### config.mk
export PLATFORM = sky130hd
export DESIGN_NAME = ber_accumulator_flat
export DESIGN_NICKNAME = d
export VERILOG_FILES = /design/src/rtl/ber_pkg.sv /design/src/rtl/ber_accumulator_if.sv /design/src/rtl/ber_popcount.sv /design/src/rtl/ber_accumulator.sv /design/src/flat_wrapper.sv
export SDC_FILE = /design/constraint.sdc
export NUM_CORES = 1
export LEC_CHECK = 0
export BUFFER_PORTS_ARGS = -buffer_cell sky130_fd_sc_hd__buf_2
export CORE_MARGIN = 2
export CORE_UTILIZATION = 35
export DETAILED_ROUTE_END_ITERATION = 7
export PLACE_DENSITY = 0.51
export SYNTH_ARGS = -nofsm -noshare
export SYNTH_HDL_FRONTEND = slang
export SYNTH_HIERARCHICAL = 1
export SYNTH_SLANG_ARGS = --single-unit
export TNS_END_PERCENT = 20
### constraint.sdc
create_clock -name clk -period 2.9 [get_ports clk]
set_input_delay 0.58 -clock clk [delete_from_list [all_inputs] [get_ports clk]]
set_output_delay 0.58 -clock clk [all_outputs]
set_load 0.005 [all_outputs]
### src/rtl/ber_pkg.sv
// Shared types, default parameters and the saturating-add helper for the BER accumulator.
package ber_pkg;

  localparam int unsigned DATA_W_DEF      = 8;
  localparam int unsigned CNT_W_DEF       = 32;
  localparam int unsigned WIN_BYTES_DEF   = 1024;
  localparam int unsigned SYNC_THRESH_DEF = 4;
  localparam int unsigned SYNC_RUN_DEF    = 8;

  // Working width of the saturating adder; counters up to this width are supported.
  localparam int unsigned SAT_W = 64;

  typedef enum logic [1:0] {
    ST_IDLE = 2'd0,
    ST_RUN  = 2'd1,
    ST_DONE = 2'd2
  } state_t;

  typedef struct packed {
    logic             clamp;
    logic [SAT_W-1:0] sum;
  } sat_res_t;

  // a + b clamped to lim; clamp flags that the true sum exceeded lim.
  function automatic sat_res_t sat_add(input logic [SAT_W-1:0] a,
                                       input logic [SAT_W-1:0] b,
                                       input logic [SAT_W-1:0] lim);
    logic [SAT_W:0] full;
    sat_res_t       res;
    full      = {1'b0, a} + {1'b0, b};
    res.clamp = (full > {1'b0, lim});
    res.sum   = res.clamp ? lim : full[SAT_W-1:0];
    return res;
  endfunction

endpackage

### src/rtl/ber_accumulator_if.sv
// Control, error-mask and result signals of the BER accumulator.
interface ber_accumulator_if
  import ber_pkg::*;
#(
  parameter int unsigned DATA_W = DATA_W_DEF,
  parameter int unsigned CNT_W  = CNT_W_DEF
);
  logic              start;
  logic              stop;
  logic              err_valid;
  logic [DATA_W-1:0] err_mask;
  logic              busy;
  logic              done;
  logic [CNT_W-1:0]  err_count;
  logic [CNT_W-1:0]  bit_count;
  logic              overflow;
  logic              sync_lost;

  modport master (
    output start, stop, err_valid, err_mask,
    input  busy, done, err_count, bit_count, overflow, sync_lost
  );

  modport slave (
    input  start, stop, err_valid, err_mask,
    output busy, done, err_count, bit_count, overflow, sync_lost
  );
endinterface

### src/rtl/ber_popcount.sv
// Combinational population count of a DATA_W-bit error mask.
module ber_popcount #(
  parameter  int unsigned DATA_W = 8,
  localparam int unsigned PC_W   = $clog2(DATA_W + 1)
) (
  input  logic [DATA_W-1:0] data_i,
  output logic [PC_W-1:0]   count_c
);

  always_comb begin
    count_c = '0;
    for (int unsigned i = 0; i < DATA_W; i++) begin
      count_c = count_c + PC_W'(data_i[i]);
    end
  end

endmodule

### src/rtl/ber_accumulator.sv
// Windowed bit/error accumulator with saturating counters and done pulse.
// Optional consecutive-bad-byte sync monitor enabled by `define BER_SYNC_MON_EN.
module ber_accumulator
  import ber_pkg::*;
#(
  parameter int unsigned DATA_W      = DATA_W_DEF,
  parameter int unsigned CNT_W       = CNT_W_DEF,
  parameter int unsigned WIN_BYTES   = WIN_BYTES_DEF,
  parameter int unsigned SYNC_THRESH = SYNC_THRESH_DEF,
  parameter int unsigned SYNC_RUN    = SYNC_RUN_DEF
) (
  input logic               clk,
  input logic               rst_n,
  ber_accumulator_if.slave  bus
);

  localparam int unsigned     PC_W    = $clog2(DATA_W + 1);
  localparam logic [SAT_W-1:0] CNT_MAX = SAT_W'({CNT_W{1'b1}});

  state_t           state_q, state_d;
  logic [CNT_W-1:0] err_q, err_d;
  logic [CNT_W-1:0] bit_q, bit_d;
  logic [CNT_W-1:0] beat_q, beat_d;
  logic             ovf_q, ovf_d;
  logic             busy_q, busy_d;
  logic             done_q, done_d;
  logic             slost_q, slost_d;

  logic [PC_W-1:0]  pop_c;
  logic             beat_c;
  logic             sync_hit_c;
  sat_res_t         err_sum_c;
  sat_res_t         bit_sum_c;
  logic             unused_sum_bits_c;

  ber_popcount #(.DATA_W(DATA_W)) u_popcount (
    .data_i  (bus.err_mask),
    .count_c (pop_c)
  );

  assign beat_c    = (state_q == ST_RUN) && bus.err_valid;
  assign err_sum_c = sat_add(SAT_W'(err_q), SAT_W'(pop_c), CNT_MAX);
  assign bit_sum_c = sat_add(SAT_W'(bit_q), SAT_W'(DATA_W), CNT_MAX);

  // Sums never exceed CNT_MAX, so bits above CNT_W are always zero.
  assign unused_sum_bits_c = ^{err_sum_c.sum[SAT_W-1:CNT_W], bit_sum_c.sum[SAT_W-1:CNT_W]};

`ifdef BER_SYNC_MON_EN
  localparam int unsigned RUN_W = $clog2(SYNC_RUN + 1);

  logic [RUN_W-1:0] run_q, run_d;

  // Length of the current streak of bad bytes; a hit ends the window.
  always_comb begin
    run_d      = run_q;
    sync_hit_c = 1'b0;
    if ((state_q == ST_IDLE) && bus.start) begin
      run_d = '0;
    end else if (beat_c) begin
      if (32'(pop_c) >= SYNC_THRESH) begin
        run_d      = run_q + RUN_W'(1);
        sync_hit_c = (32'(run_d) == SYNC_RUN);
      end else begin
        run_d = '0;
      end
    end
  end

  always_ff @(posedge clk or negedge rst_n) begin
    if (!rst_n) run_q <= '0;
    else        run_q <= run_d;
  end
`else
  logic [63:0] unused_sync_cfg_c;
  assign unused_sync_cfg_c = {32'(SYNC_THRESH), 32'(SYNC_RUN)};
  assign sync_hit_c        = 1'b0;
`endif

  always_comb begin
    state_d = state_q;
    err_d   = err_q;
    bit_d   = bit_q;
    beat_d  = beat_q;
    ovf_d   = ovf_q;
    slost_d = slost_q;
    unique case (state_q)
      ST_IDLE: begin
        if (bus.start) begin
          state_d = ST_RUN;
          err_d   = '0;
          bit_d   = '0;
          beat_d  = '0;
          ovf_d   = 1'b0;
          slost_d = 1'b0;
        end
      end
      ST_RUN: begin
        if (beat_c) begin
          err_d  = CNT_W'(err_sum_c.sum);
          bit_d  = CNT_W'(bit_sum_c.sum);
          beat_d = beat_q + CNT_W'(1);
          ovf_d  = ovf_q | err_sum_c.clamp | bit_sum_c.clamp;
        end
        slost_d = slost_q | sync_hit_c;
        // A stop coinciding with a beat still counts that beat.
        if ((beat_c && (beat_d == CNT_W'(WIN_BYTES))) || sync_hit_c || bus.stop) begin
          state_d = ST_DONE;
        end
      end
      ST_DONE: state_d = ST_IDLE;
      default: state_d = ST_IDLE;
    endcase
    busy_d = (state_d == ST_RUN);
    done_d = (state_d == ST_DONE);
  end

  always_ff @(posedge clk or negedge rst_n) begin
    if (!rst_n) begin
      state_q <= ST_IDLE;
      err_q   <= '0;
      bit_q   <= '0;
      beat_q  <= '0;
      ovf_q   <= 1'b0;
      busy_q  <= 1'b0;
      done_q  <= 1'b0;
      slost_q <= 1'b0;
    end else begin
      state_q <= state_d;
      err_q   <= err_d;
      bit_q   <= bit_d;
      beat_q  <= beat_d;
      ovf_q   <= ovf_d;
      busy_q  <= busy_d;
      done_q  <= done_d;
      slost_q <= slost_d;
    end
  end

  assign bus.busy      = busy_q;
  assign bus.done      = done_q;
  assign bus.err_count = err_q;
  assign bus.bit_count = bit_q;
  assign bus.overflow  = ovf_q;
  assign bus.sync_lost = slost_q;

endmodule
### src/flat_wrapper.sv
// flat-port wrapper written by rule: the top's interface ports become plain ports
module ber_accumulator_flat import ber_pkg::*;
#(
  parameter int unsigned DATA_W      = DATA_W_DEF,
  parameter int unsigned CNT_W       = CNT_W_DEF,
  parameter int unsigned WIN_BYTES   = WIN_BYTES_DEF,
  parameter int unsigned SYNC_THRESH = SYNC_THRESH_DEF,
  parameter int unsigned SYNC_RUN    = SYNC_RUN_DEF
)
  (clk, rst_n, bus_start, bus_stop, bus_err_valid, bus_err_mask, bus_busy, bus_done, bus_err_count, bus_bit_count, bus_overflow, bus_sync_lost);
  ber_accumulator_if #(.DATA_W(DATA_W), .CNT_W(CNT_W)) bus_i ();
  input logic clk;
  input logic rst_n;
  input wire logic [$bits(bus_i.start)-1:0] bus_start;
  input wire logic [$bits(bus_i.stop)-1:0] bus_stop;
  input wire logic [$bits(bus_i.err_valid)-1:0] bus_err_valid;
  input wire logic [$bits(bus_i.err_mask)-1:0] bus_err_mask;
  output wire logic [$bits(bus_i.busy)-1:0] bus_busy;
  output wire logic [$bits(bus_i.done)-1:0] bus_done;
  output wire logic [$bits(bus_i.err_count)-1:0] bus_err_count;
  output wire logic [$bits(bus_i.bit_count)-1:0] bus_bit_count;
  output wire logic [$bits(bus_i.overflow)-1:0] bus_overflow;
  output wire logic [$bits(bus_i.sync_lost)-1:0] bus_sync_lost;
  assign bus_i.start = bus_start;
  assign bus_i.stop = bus_stop;
  assign bus_i.err_valid = bus_err_valid;
  assign bus_i.err_mask = bus_err_mask;
  assign bus_busy = bus_i.busy;
  assign bus_done = bus_i.done;
  assign bus_err_count = bus_i.err_count;
  assign bus_bit_count = bus_i.bit_count;
  assign bus_overflow = bus_i.overflow;
  assign bus_sync_lost = bus_i.sync_lost;
  ber_accumulator #(.DATA_W(DATA_W), .CNT_W(CNT_W), .WIN_BYTES(WIN_BYTES), .SYNC_THRESH(SYNC_THRESH), .SYNC_RUN(SYNC_RUN)) u_core (.clk(clk), .rst_n(rst_n), .bus(bus_i));
endmodule
* After elaboration in Yosys (flattened, before gate mapping)
Cells that the tools add are included.
** Word-level totals
- Register bits after elaboration :: 101
** Operators by class
- Add/sub/neg operators :: 10
- Magnitude comparators :: 2
- Eq/ne operators :: 6
- Muxes and demuxes :: 16
- Bitwise operators :: 2
- Reduce and logical (&&, ||, !) cells :: 7
** Operators with widths (count)
- 32-bit two-way mux :: 7
- 32-bit one-hot mux with 2 select lines :: 3
- 33-bit by 32-bit > comparator with 1-bit output (second input constant) :: 2
- 32-bit by 4-bit adder with 33-bit output :: 1
- 32-bit by 4-bit adder with 33-bit output (second input constant) :: 1
- 32-bit by 1-bit adder with 32-bit output (second input constant) :: 1
- 32-bit by 11-bit equality test with 1-bit output (second input constant) :: 1
- 4-bit by 1-bit adder with 4-bit output :: 4
- 3-bit by 1-bit adder with 4-bit output :: 1
- 2-bit by 1-bit equality test with 1-bit output (second input constant) :: 2
- 2-bit two-way mux :: 2
- 2-bit one-hot mux with 2 select lines :: 1
- 2-bit by 1-bit adder with 3-bit output :: 1
- 3-bit AND reduction :: 1
- 1-bit by 1-bit adder with 2-bit output :: 1
- 2-bit equality test (second input constant) :: 1
- 1-bit logical AND :: 2
- 2-bit logical NOT :: 1
- 1-bit two-way mux :: 2
- 2-bit by 1-bit inequality test with 1-bit output (second input constant) :: 1
- 2-bit inequality test (second input constant) :: 1
- 1-bit OR :: 2
- 1-bit one-hot mux with 2 select lines :: 1
- 2-bit AND reduction :: 1
- 2 further kinds :: 2

* Depth between registers and ports, before layout
- Word-level depth :: 13
- Gate-level depth with buffers :: 19
- Mapped depth without buffers :: 18

* Hierarchy
The synthesis kept the hierarchy.
** Modules (own cells, without submodules)
- ber_accumulator :: instances 1, cells an instance 796, area each 6520.0 sq um, sequential area each 2477.4 sq um
- ber_popcount :: instances 1, cells an instance 24, area each 190.2 sq um, sequential area each 0.0 sq um

* Worst setup path after synthesis
OpenSTA, ideal clock, no wires.
- Kind :: in2reg
- Start :: input bus_err_mask[0]
- End :: register u_core.err_q[1] (netlist: u_core/bus.err_count[1])
- Data arrival time :: 4810 ps
- Required time :: 2823 ps
- Setup slack :: -1987 ps
- Cell stages on the path :: 18
- Path buffers :: 1
- Cells stage by stage :: inv_1 -> fa_1 -> fa_1 -> fa_1 -> inv_1 -> ha_1 -> inv_1 -> fa_1 -> inv_1 -> inv_1 -> fa_1 -> nor2b_1 -> o21ai_0 -> a2111oi_0 -> nand4_1 -> clkbuf_1 -> a21o_1 -> o21ai_1
** Between the ends
- Longest elaborated chain between the ends :: 12
** Ends and longest elaborated chain
- start, declared :: RTL line flat_wrapper.sv:17 : input wire logic [$bits(bus_i.err_mask)-1:0] bus_err_mask;
- 1-bit by 1-bit adder with 2-bit output (*) :: RTL line ber_popcount.sv:13 : count_c = count_c + PC_W'(data_i[i]);
- 2-bit by 1-bit adder with 3-bit output (*) :: RTL line ber_popcount.sv:13
- 3-bit by 1-bit adder with 4-bit output (*) :: RTL line ber_popcount.sv:13
- 4-bit by 1-bit adder with 4-bit output (*) (4 in series) :: RTL line ber_popcount.sv:13
- net u_core.pop_c[1] :: RTL line ber_accumulator.sv:29 : logic [PC_W-1:0] pop_c;
- 32-bit by 4-bit adder with 33-bit output (*) :: RTL line ber_pkg.sv:30 : full = {1'b0, a} + {1'b0, b};
- 33-bit by 32-bit > comparator with 1-bit output :: RTL line ber_pkg.sv:31 : res.clamp = (full > {1'b0, lim});
- 32-bit two-way mux (*) :: RTL line ber_pkg.sv:32 : res.sum = res.clamp ? lim : full[SAT_W-1:0];
- 32-bit two-way mux (*) :: RTL line ber_accumulator.sv:98 : if (beat_c) begin
- 32-bit one-hot mux with 2 select lines (*) :: RTL line ber_accumulator.sv:86 : unique case (state_q)
- end signal, assigned :: RTL line ber_accumulator.sv:129 : err_q <= err_d;
- end, declared :: RTL line ber_accumulator.sv:21 : logic [CNT_W-1:0] err_q, err_d;
Mark *: on every way through the listed nets, which the timed path passes. The rest lies on a longest branch. The select of a mux whose other input is x is not followed.
A chain may end at the register's enable or synchronous reset.

* Final worst setup path
- Start :: input bus_err_mask[3]
- End :: register u_core.err_q[31] (netlist: u_core/bus.err_count[31])
** Between the ends
- Longest elaborated chain between the ends :: 10
** Ends and longest elaborated chain (RTL line)
- 3-bit by 1-bit adder with 4-bit output (*) :: ber_popcount.sv:13
- 4-bit by 1-bit adder with 4-bit output (*) (4 in series) :: ber_popcount.sv:13
- net u_core.pop_c[1] :: ber_accumulator.sv:29
- 32-bit by 4-bit adder with 33-bit output (*) :: ber_pkg.sv:30
- 33-bit by 32-bit > comparator with 1-bit output :: ber_pkg.sv:31
- 32-bit two-way mux (*) :: ber_pkg.sv:32
- 32-bit two-way mux (*) :: ber_accumulator.sv:98
- 32-bit one-hot mux with 2 select lines (*) :: ber_accumulator.sv:86
Marked as above.

==> flow_summary_export.csv <==
group,metric,value,unit
clock_tree,h-tree-depth,3,
synth,ys_warn_count,6,
clock_tree,numCtsBuffers,9,
timing,setup_viol,33,
power_and_ir_drop,ir_worst_vdd,0.238,mV
route,drc,0,
global_route,grt_usage,20.1,%
synth,synth_top_area_share,36.9,%
timing,setup_slack,-1.44,ns
power_and_ir_drop,power_density,478,nW/um^2
floorplan,pin_count,81,
route,vias_per_cell,5.52,
floorplan,num_rows,50,
synth,syn_area_per_cell,8.18,um^2
place,port_buffers,79,
worst_setup_path,crit_fanout,5,
route,drt-initial-drc-count,450,
place,post-place-ws,-1.90,ns
cells_and_area,design_area,8290,um^2
cells_and_area,drive_above_1_share,25.0,%
synth,synthesis.area,6710,um^2
route,antenna_left,0,
worst_setup_path,critPathKind,"input pin to flip-flop",
timing,rsz0062_at_grt,"yes",
place,hpwl,13.9,mm
clock_tree,clockRootBuffer,"clkbuf_16",
floorplan,core,18800,um^2
global_route,antenna_found_initial,0,
place,place_area,7830,um^2
timing,fin_crit_sh,150,%
synth,netlist_instances,820,
timing,min_period,4.34,ns
cells_and_area,multi_input_area,3980,um^2
global_route,gr-total-overflow,0,
synth,async_flop_share,100,%
cells_and_area,layout.nets,966,
worst_setup_path,r2r_start,"u_core/beat_q[2]",
outcome,violations,"negative setup slack",
global_route,grt_pass1_wl,32.7,mm
cells_and_area,nFillCells,1939,
synth,ys_types,71,
synth,synth_fp_nets,848,
route,drt-total-wl,20.1,mm
worst_setup_path,timing.rr.end,"u_core/bus.busy",
cells_and_area,regArea,2480,um^2
floorplan,die_w,142,um
cells_and_area,syn2layout_area_growth,23.5,%
clock_tree,clk_latency,0.36,ns
synth,synth_ff_type,"dfrtp_1",
synth,ys_seq_area_share,36.9,%
timing,worst_pin_slew,0.832,ns
floorplan,start_util,35.8,%
global_route,grt_max_degree,71,
synth,ys_top_cells_by_area,"dfrtp_1 37%, o21ai_0 6.6%, nand2_1 5.4%, a21oi_1 4.0%, nand3_1 3.1%",
floorplan,dieArea,20300,um^2
job,drv_cap,0,
cells_and_area,antenna_cells,0,
worst_setup_path,cp-start-kind,"input pin",
worst_setup_path,reg2reg_slack,0.17,ns
route,vias,6495,
worst_setup_path,worstSetupEndpointType,"flip-flop",
outcome,status,"finished, violations left",
synth,ys_seq_elements,99,
min_path,min_path_type,"input pin to async pin",
floorplan,fp.dieH,142,um
timing,max_slew_margin,44.5,%
worst_setup_path,r2r_cells,8,
power_and_ir_drop,leakage,3.76,nW
clock_tree,clockBufferDepth,2,
route,wl_per_cell,17.1,um
worst_setup_path,worst_ep_arrival_time,4.61,ns
synth,synth_edf_count,0,
clock_tree,numClockSinks,99,
clock_tree,cts_tree,"yes",
route,dr.pass1.iters,5,
clock_tree,cts_hold_buf,0,
timing,finalHoldViolations,0,
place,gp_congestion,0.875,
worst_setup_path,cp.required,3.17,ns
synth,synth_top_area_cell,"dfrtp_1",
timing,fin_skew,0.0118,ns
global_route,grt_pass1_vias,6069,
clock_tree,clk_pin_slew,0.07,ns
timing,clock.fmax,230,MHz
timing,drv_slew,0,
## synth_stat cells (11+ instances only)
master / number
buf_2: 16
nand3_1: 41
dfrtp_1: 99
nor3_1: 21
clkbuf_1: 32
nand4_1: 29
o211ai_1: 21
and3_1: 26
o21ai_0: 88
o31ai_1: 11
inv_1: 37
nor2_1: 49
a31oi_1: 18
xnor2_1: 13
nand2_1: 96
a21oi_1: 53
and2_1: 12
## stage by stage
step                      util [%]  hold slack (ns)  power (W)  setup TNS (ns)  cells
final                         44.2            0.157    0.00396          -45.47   1177
after global routing          44.2            0.190    0.00422          -51.64   1177
after CTS                     43.7            0.168    0.00399          -44.73   1172
after detailed placement      41.7            0.491    0.00269          -58.66   1156
after global placement        41.7            0.485    0.00269          -58.44   1156
after floorplan                  -            0.284    0.00228          -49.24    820
## layout by cell type (no fill, tap or decap), types with 4 or more instances in the layout
cell       count
buf_2         77
inv_1         32
o21a_1         8
buf_4         85
nor3_1        19
nor3b_1        4
o21ai_0       71
mux2i_1       10
inv_2          4
fa_1           4
nor2_1        47
a22o_1         9
nand3_1       40
nand2_1       95
ha_1           8
clkbuf_16      9
nor4_1        10
and2_1        10
and4_1         9
o211ai_1      21
o21ai_1       15
a21oi_1       50
nand4_1       29
o2111ai_1      4
nand2b_1       4
a31oi_1       18
and3_1        25
dfrtp_1       99
a21o_1         6
o31ai_1        9
mux2_2         7
xnor2_1       13
## critical path, stage by stage
cell       delay [ns]
buf_8            0.08
inv_8            0.02
fa_1             0.54
fa_1             0.44
fa_1             0.43
inv_1            0.07
ha_2             0.19
inv_2            0.04
fa_1             0.45
inv_2            0.08
inv_2            0.03
fa_2             0.35
nor2b_4          0.15
o21ai_4          0.11
a2111oi_4        0.41
and3_4           0.28
buf_6            0.13
a21oi_1          0.04
o211ai_1         0.16
## worst max-delay path by stage
stage,startpoint,to,depth (start not counted)
after floorplan,bus_err_mask[3],u_core/bus.err_count[29],18
after global placement,bus_err_mask[3],u_core/bus.err_count[28],19
after detailed placement,bus_err_mask[3],u_core/bus.err_count[17],19
after CTS,bus_err_mask[3],u_core/bus.err_count[31],19
after global routing,bus_err_mask[3],u_core/bus.err_count[24],20
final,bus_err_mask[3],u_core/bus.err_count[31],19
## sequential cells by signal, summed over array words and instances (netlist names)
register / flops
u_core/beat_q: 32
u_core/state_q: 2
u_core/bus.done: 1
u_core/bus.bit_count: 30
u_core/bus.busy: 1
u_core/bus.err_count: 32
u_core/bus.overflow: 1
## logic make-up after synthesis
| group | after synthesis | share of synthesized area (%) |
|---|---|---|
| buffers and inverters | 97 | 6.28 |
| adder cells (fa/ha/maj) | 15 | 3.36 |
| flip-flops | 99 | 36.9 |
| other | 1 | 0.0559 |
| AND/OR/NAND/NOR | 325 | 25.2 |
| AO/OA/AOI/OAI | 250 | 23.4 |
| XOR/XNOR | 16 | 2.09 |
| multiplexers | 17 | 2.67 |
## timing repair
item                                    CTS  global route
endpoints found under the hold margin     0             0
pin swaps                                 9            16
gates resized for setup                  22            21
gates cloned                              0             1
buffers inserted                          0             4
endpoints found under the setup margin   33            36
## report_power, final
| part | total [W] | switching [W] | leakage (nW) | internal [W] |
|---|---|---|---|---|
| registers | 0.00153 | 0.0000831 | 1.37 | 0.00145 |
| clock network | 0.00126 | 0.000586 | 0.144 | 0.000676 |
| logic | 0.00116 | 0.000709 | 2.25 | 0.000455 |
## cell type report
class | count | area share [%]
well taps | 234 | 3.53
flip-flops and latches | 99 | 29.9
inverters | 37 | 1.77
repair buffers | 167 | 13.2
clock inverters | 7 | 0.906
multi-input cells | 624 | 48.0
clock buffers | 9 | 2.72
## layer usage
layer	wire, um	global-route usage, %	vias to the layer above
met3	758	3.40	13
met5	0	0	-
met1	9730	28.3	3124
met2	9380	32.5	114
met4	218	4.38	0
li1	-	-	3244
(Power assumes the default switching activity.)
